==> config.mk <==
export PLATFORM = sky130hd
export DESIGN_NAME = mod_sub_flat
export DESIGN_NICKNAME = d
export VERILOG_FILES = /design/src/rtl/mod_sub_if.sv /design/src/rtl/mod_sub.sv /design/src/flat_wrapper.sv
export SDC_FILE = /design/constraint.sdc
export NUM_CORES = 2
export LEC_CHECK = 0
export ABC_AREA = 1
export BUFFER_PORTS_ARGS = -buffer_cell sky130_fd_sc_hd__clkbuf_2
export CAP_MARGIN = 20
export CORE_AREA = 2 2 421 423
export DETAILED_ROUTE_END_ITERATION = 8
export DIE_AREA = 0 0 423 425
export GPL_TIMING_DRIVEN = 0
export HOLD_SLACK_MARGIN = 0.03
export PLACE_DENSITY_LB_ADDON = 0.3
export REMOVE_ABC_BUFFERS = 1
export SYNTH_ARGS = -nofsm -noshare
export SYNTH_HDL_FRONTEND = slang
export SYNTH_SLANG_ARGS = --single-unit
==> constraint.sdc <==
create_clock -name clk -period 3.6 [get_ports clk]
set_input_delay 0 -clock clk [delete_from_list [all_inputs] [get_ports clk]]
set_output_delay 0 -clock clk [all_outputs]
set_load 0.02 [all_outputs]
==> src/rtl/mod_sub_if.sv <==
// Operand/result bundle for the sequential modular subtractor.
// Master drives the start request and operands; slave returns result and status.
// done is a one-cycle pulse; busy marks the window where enable is ignored.
interface mod_sub_if #(
  parameter int unsigned width = 128
);
  logic             enable;
  logic [width-1:0] a;
  logic [width-1:0] b;
  logic [width-1:0] r;
  logic             done;
  logic             busy;

  modport master (
    output enable, a, b,
    input  r, done, busy
  );

  modport slave (
    input  enable, a, b,
    output r, done, busy
  );
endinterface

==> src/rtl/mod_sub.sv <==
// Sequential modular subtractor r = (a - b) mod p on unreduced width-bit operands.
// Latency width+1 cycles from the accepted enable edge (1 cycle on the fast path).
// enable is ignored while busy; no queueing. Optional macro: MODSUB_FAST_EN.
module mod_sub #(
  parameter int unsigned p     = 37,
  parameter int unsigned width = 128
) (
  input logic     clk,
  input logic     reset,
  mod_sub_if.slave bus
);

  localparam int unsigned KW = (width > 1) ? $clog2(width) : 1;
  localparam int unsigned WW = 2 * width;

  localparam logic [1:0] IDLE   = 2'd0;
  localparam logic [1:0] REDUCE = 2'd1;
  localparam logic [1:0] SUB    = 2'd2;

  // Modulus at operand width and at double width; the double-width copy lets
  // p<<k be formed for every k without losing high bits.
  localparam logic [width-1:0] P_N    = width'(p);
  localparam logic [WW-1:0]    P_WIDE = WW'(p);

  logic [1:0]       state;
  logic [width-1:0] ra;
  logic [width-1:0] rb;
  logic [KW-1:0]    k;
  logic [width-1:0] r_q;
  logic             done_q;

  logic [WW-1:0]    p_sh;
  logic             ra_ge;
  logic             rb_ge;
  logic [width:0]   diff;
  logic [width-1:0] sub_res;
  logic             go_fast;

  assign p_sh  = P_WIDE << k;
  // When ra >= p<<k the shifted modulus is below 2^width, so its low half
  // carries the whole value and the subtraction below is exact.
  assign ra_ge = ({{width{1'b0}}, ra} >= p_sh);
  assign rb_ge = ({{width{1'b0}}, rb} >= p_sh);

  // Both operands are already below p here, so one +p correction suffices.
  assign diff    = {1'b0, ra} - {1'b0, rb};
  assign sub_res = diff[width] ? (diff[width-1:0] + P_N) : diff[width-1:0];

`ifdef MODSUB_FAST_EN
  // Operands already reduced: the REDUCE walk would be a no-op, skip it.
  assign go_fast = (bus.a < P_N) && (bus.b < P_N);
`else
  assign go_fast = 1'b0;
`endif

  assign bus.r    = r_q;
  assign bus.done = done_q;
  assign bus.busy = (state != IDLE);

  // Control FSM plus the parallel shift-and-subtract reduction datapath.
  always_ff @(posedge clk or negedge reset) begin
    if (!reset) begin
      state  <= IDLE;
      ra     <= '0;
      rb     <= '0;
      k      <= '0;
      r_q    <= '0;
      done_q <= 1'b0;
    end else begin
      done_q <= 1'b0;
      case (state)
        IDLE: begin
          if (bus.enable) begin
            ra    <= bus.a;
            rb    <= bus.b;
            k     <= KW'(width - 1);
            state <= go_fast ? SUB : REDUCE;
          end
        end
        REDUCE: begin
          if (ra_ge) ra <= ra - p_sh[width-1:0];
          if (rb_ge) rb <= rb - p_sh[width-1:0];
          if (k == '0) begin
            state <= SUB;
          end else begin
            k <= k - KW'(1);
          end
        end
        SUB: begin
          r_q    <= sub_res;
          done_q <= 1'b1;
          state  <= IDLE;
        end
        default: state <= IDLE;
      endcase
    end
  end

endmodule

==> src/flat_wrapper.sv <==
// flat-port wrapper written by rule: the top's interface ports become plain ports
module mod_sub_flat 
#(
  parameter int unsigned p     = 37,
  parameter int unsigned width = 128
)
  (clk, reset, bus_enable, bus_a, bus_b, bus_r, bus_done, bus_busy);
  mod_sub_if #(.width(width)) bus_i ();
  input logic clk;
  input logic reset;
  input wire logic [$bits(bus_i.enable)-1:0] bus_enable;
  input wire logic [$bits(bus_i.a)-1:0] bus_a;
  input wire logic [$bits(bus_i.b)-1:0] bus_b;
  output wire logic [$bits(bus_i.r)-1:0] bus_r;
  output wire logic [$bits(bus_i.done)-1:0] bus_done;
  output wire logic [$bits(bus_i.busy)-1:0] bus_busy;
  assign bus_i.enable = bus_enable;
  assign bus_i.a = bus_a;
  assign bus_i.b = bus_b;
  assign bus_r = bus_i.r;
  assign bus_done = bus_i.done;
  assign bus_busy = bus_i.busy;
  mod_sub #(.p(p), .width(width)) u_core (.clk(clk), .reset(reset), .bus(bus_i));
endmodule
# --- Yosys cells after proc, flatten, opt, wreduce, memory -nomap -nowiden ---
# Index checks and enable logic that the tools add are counted.
word_totals:
  inputBits: 259
  out_inout_bits: 130
  ff_bits: 394
op_classes:
  n_lt_le_gt_ge: 2
  n_eq_ne: 7
  n_reduce_logical: 8
  add_sub_neg: 5
  muxes: 14
  shift: 1
ops:
  columns: ["op", "n"]
  rows:
  - ["128-bit two-way mux", 5]
  - ["128-bit by 256-bit greater-or-equal comparator with 1-bit output", 2]
  - ["128-bit case mux with 2 select lines", 2]
  - ["6-bit by 7-bit << shifter with 256-bit output, first input constant", 1]
  - ["128-bit subtractor", 2]
  - ["128-bit by 128-bit subtractor with 129-bit output", 1]
  - ["128-bit by 6-bit adder with 128-bit output, second input constant", 1]
  - ["7-bit two-way mux", 2]
  - ["7-bit case mux with 2 select lines", 1]
  - ["3-bit AND reduction", 3]
  - ["7-bit logical NOT", 1]
  - ["7-bit by 1-bit subtractor with 7-bit output, second input constant", 1]
  - ["2-bit by 1-bit != test with 1-bit output, second input constant", 3]
  - ["2-bit two-way mux", 2]
  - ["2-bit != test, second input constant", 2]
  - ["2-bit case mux with 2 select lines", 1]
  - ["2-bit nonzero test", 2]
  - ["2-bit by 1-bit == test with 1-bit output, second input constant", 1]
  - ["2-bit == test, second input constant", 1]
  - ["2-bit logical NOT", 1]
  - ["2-bit AND reduction", 1]
  - ["1-bit two-way mux", 1]

# --- Longest topological paths before layout ---
depth:
  word_depth: 4
  ltp_mapped: 33

# --- Worst setup path after synthesis ---
# OpenSTA, ideal clock, no wires.
synth_timing:
  path_kind: "flip-flop to flip-flop"
  startpoint: "register u_core.k[0]"
  endpoint: "register u_core.rb[126]"
  path_stages_with_launch: 30
  n_path_buf: 2
  required_ns: 3.483
  arrival_time_ns: 3.868
  synth_period_minus_slack_ns: 3.985
  slack_ns: -0.385
  path_cell_list: "dfrtp_1 -> inv_1 -> ha_1 -> nor2_1 -> a21oi_1 -> inv_1 -> nor2_1 -> nand3_1 -> ha_1 -> nand2_1 -> nor2_1 -> inv_1 -> nor3_1 -> inv_1 -> o21ai_2 -> nand2_1 -> nand2_1 -> nand2_1 -> nand2_1 -> nand3_1 -> nand3_2 -> nand2_1 -> nand3_1 -> nand2_1 -> nand2_1 -> nand2_2 -> buf_4 -> buf_2 -> nand3_1 -> nand2_1"
synth_between:
  elab_chain_cells: 4
synth_rtl:
  columns: ["item", "line_no", "source"]
  rows:
  - ["start, declared", "mod_sub.sv:28", "logic [KW-1:0] k;"]
  - ["start signal, assigned", "mod_sub.sv:76", "k <= KW'(width - 1);"]
  - ["start signal, assigned", "mod_sub.sv:86", "k <= k - KW'(1);"]
  - ["6-bit by 7-bit << shifter with 256-bit output (*)", "mod_sub.sv:39", "assign p_sh = P_WIDE << k;"]
  - ["128-bit by 256-bit greater-or-equal comparator with 1-bit output or 128-bit subtractor (tied branches)", "mod_sub.sv:43, mod_sub.sv:82", null]
  - ["2-bit by 1-bit != test with 1-bit output (no line) or 128-bit two-way mux (tied branches)", null, null]
  - ["3-bit AND reduction (no line) or 128-bit case mux with 2 select lines (tied branches)", null, null]
  - ["end signal, assigned", "mod_sub.sv:75", "rb <= bus.b;"]
  - ["end signal, assigned", "mod_sub.sv:82", "if (rb_ge) rb <= rb - p_sh[width-1:0];"]
  - ["end, declared", "mod_sub.sv:27", "logic [width-1:0] rb;"]
# Every way passes the cells marked *; elsewhere a longest branch is shown, timed or not. The select of a mux whose other input is x is not followed.
# A chain may end at the register's enable or synchronous reset.

# --- Worst setup path in the final report ---
layout_timing:
  startpoint: "register u_core.k[1]"
  endpoint: "register u_core.ra[123]"
layout_between:
  elab_chain_cells: 4
layout_rtl:
  columns: ["item", "line_no", "source"]
  rows:
  - ["6-bit by 7-bit << shifter with 256-bit output (*)", "mod_sub.sv:39", null]
  - ["128-bit by 256-bit greater-or-equal comparator with 1-bit output or 128-bit subtractor (tied branches)", "mod_sub.sv:42, mod_sub.sv:81", null]
  - ["2-bit by 1-bit != test with 1-bit output (no line) or 128-bit two-way mux (tied branches)", null, null]
  - ["3-bit AND reduction (no line) or 128-bit case mux with 2 select lines (tied branches)", null, null]
  - ["end signal, assigned", "mod_sub.sv:74", "ra <= bus.a;"]
  - ["end signal, assigned", "mod_sub.sv:81", "if (ra_ge) ra <= ra - p_sh[width-1:0];"]
  - ["end, declared", "mod_sub.sv:26", "logic [width-1:0] ra;"]
# Marks and branches as above.

==> flow_metrics.tcl <==
set metrics [dict create \
    max_freq_ghz 0.214 \
    worst_skew_pair.late_latency_ps 770 \
    maxUsedRoutingLayer "met5" \
    syn-instance-count 11300 \
    crit_path_end_kind "flip-flop" \
    wl_per_cell_um 24.6 \
    dieArea_sq_um 180000 \
    timing.slew.headroom_pct 49.2 \
    nFillCells 19600 \
    report.final.setup_viol 363 \
    final_critical_path_share_of_the_clock_period_pct 130 \
    syn_area_per_cell_sq_um 5.41 \
    worstHoldStart "bus_b[64]" \
    cpPeakStageDelay_ps 450 \
    cts_sinks 394 \
    synthArstFlopShare_pct 100 \
    met3_length_mm 27.3 \
    r2r_start "u_core.k[1]" \
    remaining_drc_errors 4 \
    worst_ep_arrival_time_ps 5340 \
    rsz0062_at_grt "true" \
    timing.final.hold_violations 0 \
    critPathKind "flip-flop to flip-flop" \
    finalWeightedCongestion 1.06 \
    synth_top_area_share_pct 24.5 \
    antenna_found_initial 10 \
    share_of_layout_cells_above_drive_strength_1_pct 15.4 \
    final-seq-area_sq_um 9910 \
    drv_slew 0 \
    drt_first_iter_violations 7627 \
    synth_edf_count 0 \
    clk_path_buf_depth 3 \
    worst_hold_path.endpoint "u_core.rb[64]" \
    synth_top_cells_by_area "sky130_fd_sc_hd__nand2_1 (24%), sky130_fd_sc_hd__dfrtp_1 (16%), sky130_fd_sc_hd__inv_1 (11%), sky130_fd_sc_hd__ha_1 (7.9%), sky130_fd_sc_hd__nor2_1 (7.6%)" \
    multiInputGateArea_sq_um 47300 \
    synth.cell_area_sq_um 60900 \
    io_pins 389 \
    skew_ps 52.0 \
    endpoint_of_the_most_critical_register_to_register_path "u_core.ra[123]" \
    row_count 154 \
    commonest_cells_after_routing_fill_and_taps_aside "sky130_fd_sc_hd__nand2_1 (3,838), sky130_fd_sc_hd__inv_1 (1,783), sky130_fd_sc_hd__nor2_1 (1,120)" \
    tritoncts "done" \
    maxCapViolations 0 \
    finalWorstPathRequiredPeriod_ps 4680 \
    fp.dieH_um 425 \
    wire_length_of_the_first_global_routing_pass_mm 489 \
    synthToLayoutAreaGrowth_pct 26.8 \
    ys_dominant_reg_cell "sky130_fd_sc_hd__dfrtp_1" \
    route.final.wire_length_mm 356 \
    violations "design-rule violations, negative setup slack" \
    yosysTopAreaCell "sky130_fd_sc_hd__nand2_1" \
    rrSetupSlack_ps -1080 \
    clock_tree.htree_level_count 2 \
    num-nets-final 12700 \
    fin_area_sq_um 77200 \
    yosys_warnings 0 \
    place.detailed.hpwl_mm 291 \
    cts-buffers-inserted 54 \
    max_fo_critical_path 7 \
    met2WireLength_mm 154 \
    timing.setup.tns_ps -302030 \
    worst_ep_required_time_ps 4260 \
    hold_path_class "input port to flip-flop" \
    timing_worst_slew_pin_value_ps 754 \
    hold_depth 6 \
    die_width_um 423 \
    grt_pass1_vias 71600 \
    place_ws_ps -3910 \
    post_drt_via_cell_ratio 5.34 \
    io_buffer_count 388 \
    run_status "finished, violations left" \
    drtPass1Iterations 9 \
    ff2ff_path_depth 27 \
    clock_tree.root_cell "sky130_fd_sc_hd__clkbuf_16" \
    fp.coreArea_sq_um 175000 \
    synth.distinct_cells 60 \
    globalRoute.totalOverflow 0 \
    critical_path.most_common_cell "sky130_fd_sc_hd__nor2_4" \
    cp_slowest_cell "sky130_fd_sc_hd__dfrtp_2" \
    via_count 77000 \
    postLayoutSetupSlackWorst_ps -1080 \
    worstSetupStartpointType "flip-flop" \
    initial_core_utilization_pct 34.7 \
    mostFrequentLayoutCell "sky130_fd_sc_hd__nand2_1" \
    wl_met1_mm 143 \
    grt_max_degree 136 \
    ant_nets 0 \
    place_area_sq_um 65600 \
    global_route.usage.total_pct 37.6 \
    synth.yosys.seq_area_share_pct 16.2 \
    clk_pin_slew_worst_paths_ps 60 \
    synth.ff_latch_count 394 \
]
[what timing repair did]
| action | CTS | global route |
|---|---|---|
| endpoints found under the setup margin | 385 | 384 |
| buffers inserted | 114 | 118 |
| endpoints found under the hold margin | 570 | 0 |
| gates cloned | 19 | 9 |
| hold buffers | 260 | 0 |
| pin swaps | 51 | 130 |
| resized for setup | 443 | 609 |
[stage by stage]
step                      utilization [%]  hold WS (ps)  std cells
after floorplan                         -          -296      11000
after global placement               36.9           294      13800
after detailed placement             37.4         -45.5      13800
after CTS                            42.1          53.6      14300
after global routing                 44.0           137      14400
final                                44.0          84.7      14400
[cells by family after synthesis]
kind of cell,synth area share (%)
simple gates,46.2
compound gates,13.1
fa+ha+maj,8.03
xor+xnor,3.09
flops,16.2
buf+inv,13.4
[critical path, delay by kind of cell (launching register included)]
| family | cells | cell delay, ps |
|---|---|---|
| fa+ha+maj | 2 | 570 |
| buf+inv | 8 | 1000 |
| flops | 1 | 450 |
| simple gates | 16 | 2230 |
| compound gates | 1 | 210 |
[cell usage after synthesis (27+ instances only)]
cell / instances
sky130_fd_sc_hd__nand2_1: 3974
sky130_fd_sc_hd__inv_1: 1832
sky130_fd_sc_hd__nor2_1: 1230
sky130_fd_sc_hd__nand3_1: 860
sky130_fd_sc_hd__a21oi_1: 614
sky130_fd_sc_hd__o21ai_0: 546
sky130_fd_sc_hd__dfrtp_1: 394
sky130_fd_sc_hd__ha_1: 386
sky130_fd_sc_hd__nand4_1: 172
sky130_fd_sc_hd__xnor2_1: 119
sky130_fd_sc_hd__clkbuf_1: 114
sky130_fd_sc_hd__nand2_2: 107
sky130_fd_sc_hd__xor2_1: 96
sky130_fd_sc_hd__nor2_2: 94
sky130_fd_sc_hd__a31oi_1: 87
sky130_fd_sc_hd__nor3_1: 72
sky130_fd_sc_hd__o21a_1: 70
sky130_fd_sc_hd__inv_2: 44
sky130_fd_sc_hd__o21bai_1: 41
sky130_fd_sc_hd__nor2_4: 36
sky130_fd_sc_hd__nand3b_1: 34
sky130_fd_sc_hd__nand3_2: 29
sky130_fd_sc_hd__buf_2: 27
sky130_fd_sc_hd__buf_6: 27
[per-layer routing]
metal  vias to the layer above  global-route usage [%]
li1                      37100                       -
met1                     35300                    47.0
met2                      3739                    59.3
met3                       901                    5.19
met4                         2                    27.5
met5                         -                       0
[flip-flops by register name (all words and copies together) (netlist names)]
register,cells
u_core.ra,128
u_core.k,7
u_core.bus.done,1
u_core.bus.r,128
u_core.rb,128
u_core.state,2
[cell type report]
type | instances | share of cell area, %
clock inverter | 26 | 0.540
antenna | 6 | 0.0195
timing repair buffer | 938 | 10.2
clock buffer | 72 | 1.95
multi-input combinational | 8772 | 61.3
sequential | 394 | 12.8
tap | 2340 | 3.79
inverter | 1885 | 9.28
[worst max-delay path by stage]
stage	startpoint	end	slack (ps)	cells past startpoint
floorplan	u_core.state[1]	u_core.ra[102]	-7340	7
global placement	u_core.state[1]	u_core.ra[126]	-18500	7
detailed placement	u_core.k[4]	u_core.ra[107]	-3910	29
CTS	u_core.k[4]	u_core.ra[108]	-1060	23
global route	u_core.k[1]	u_core.ra[123]	-1020	27
finish	u_core.k[1]	u_core.ra[123]	-1080	27
Power is not shown: default switching activity piles up to over one toggle a cycle in this logic, so the estimate is an artifact.
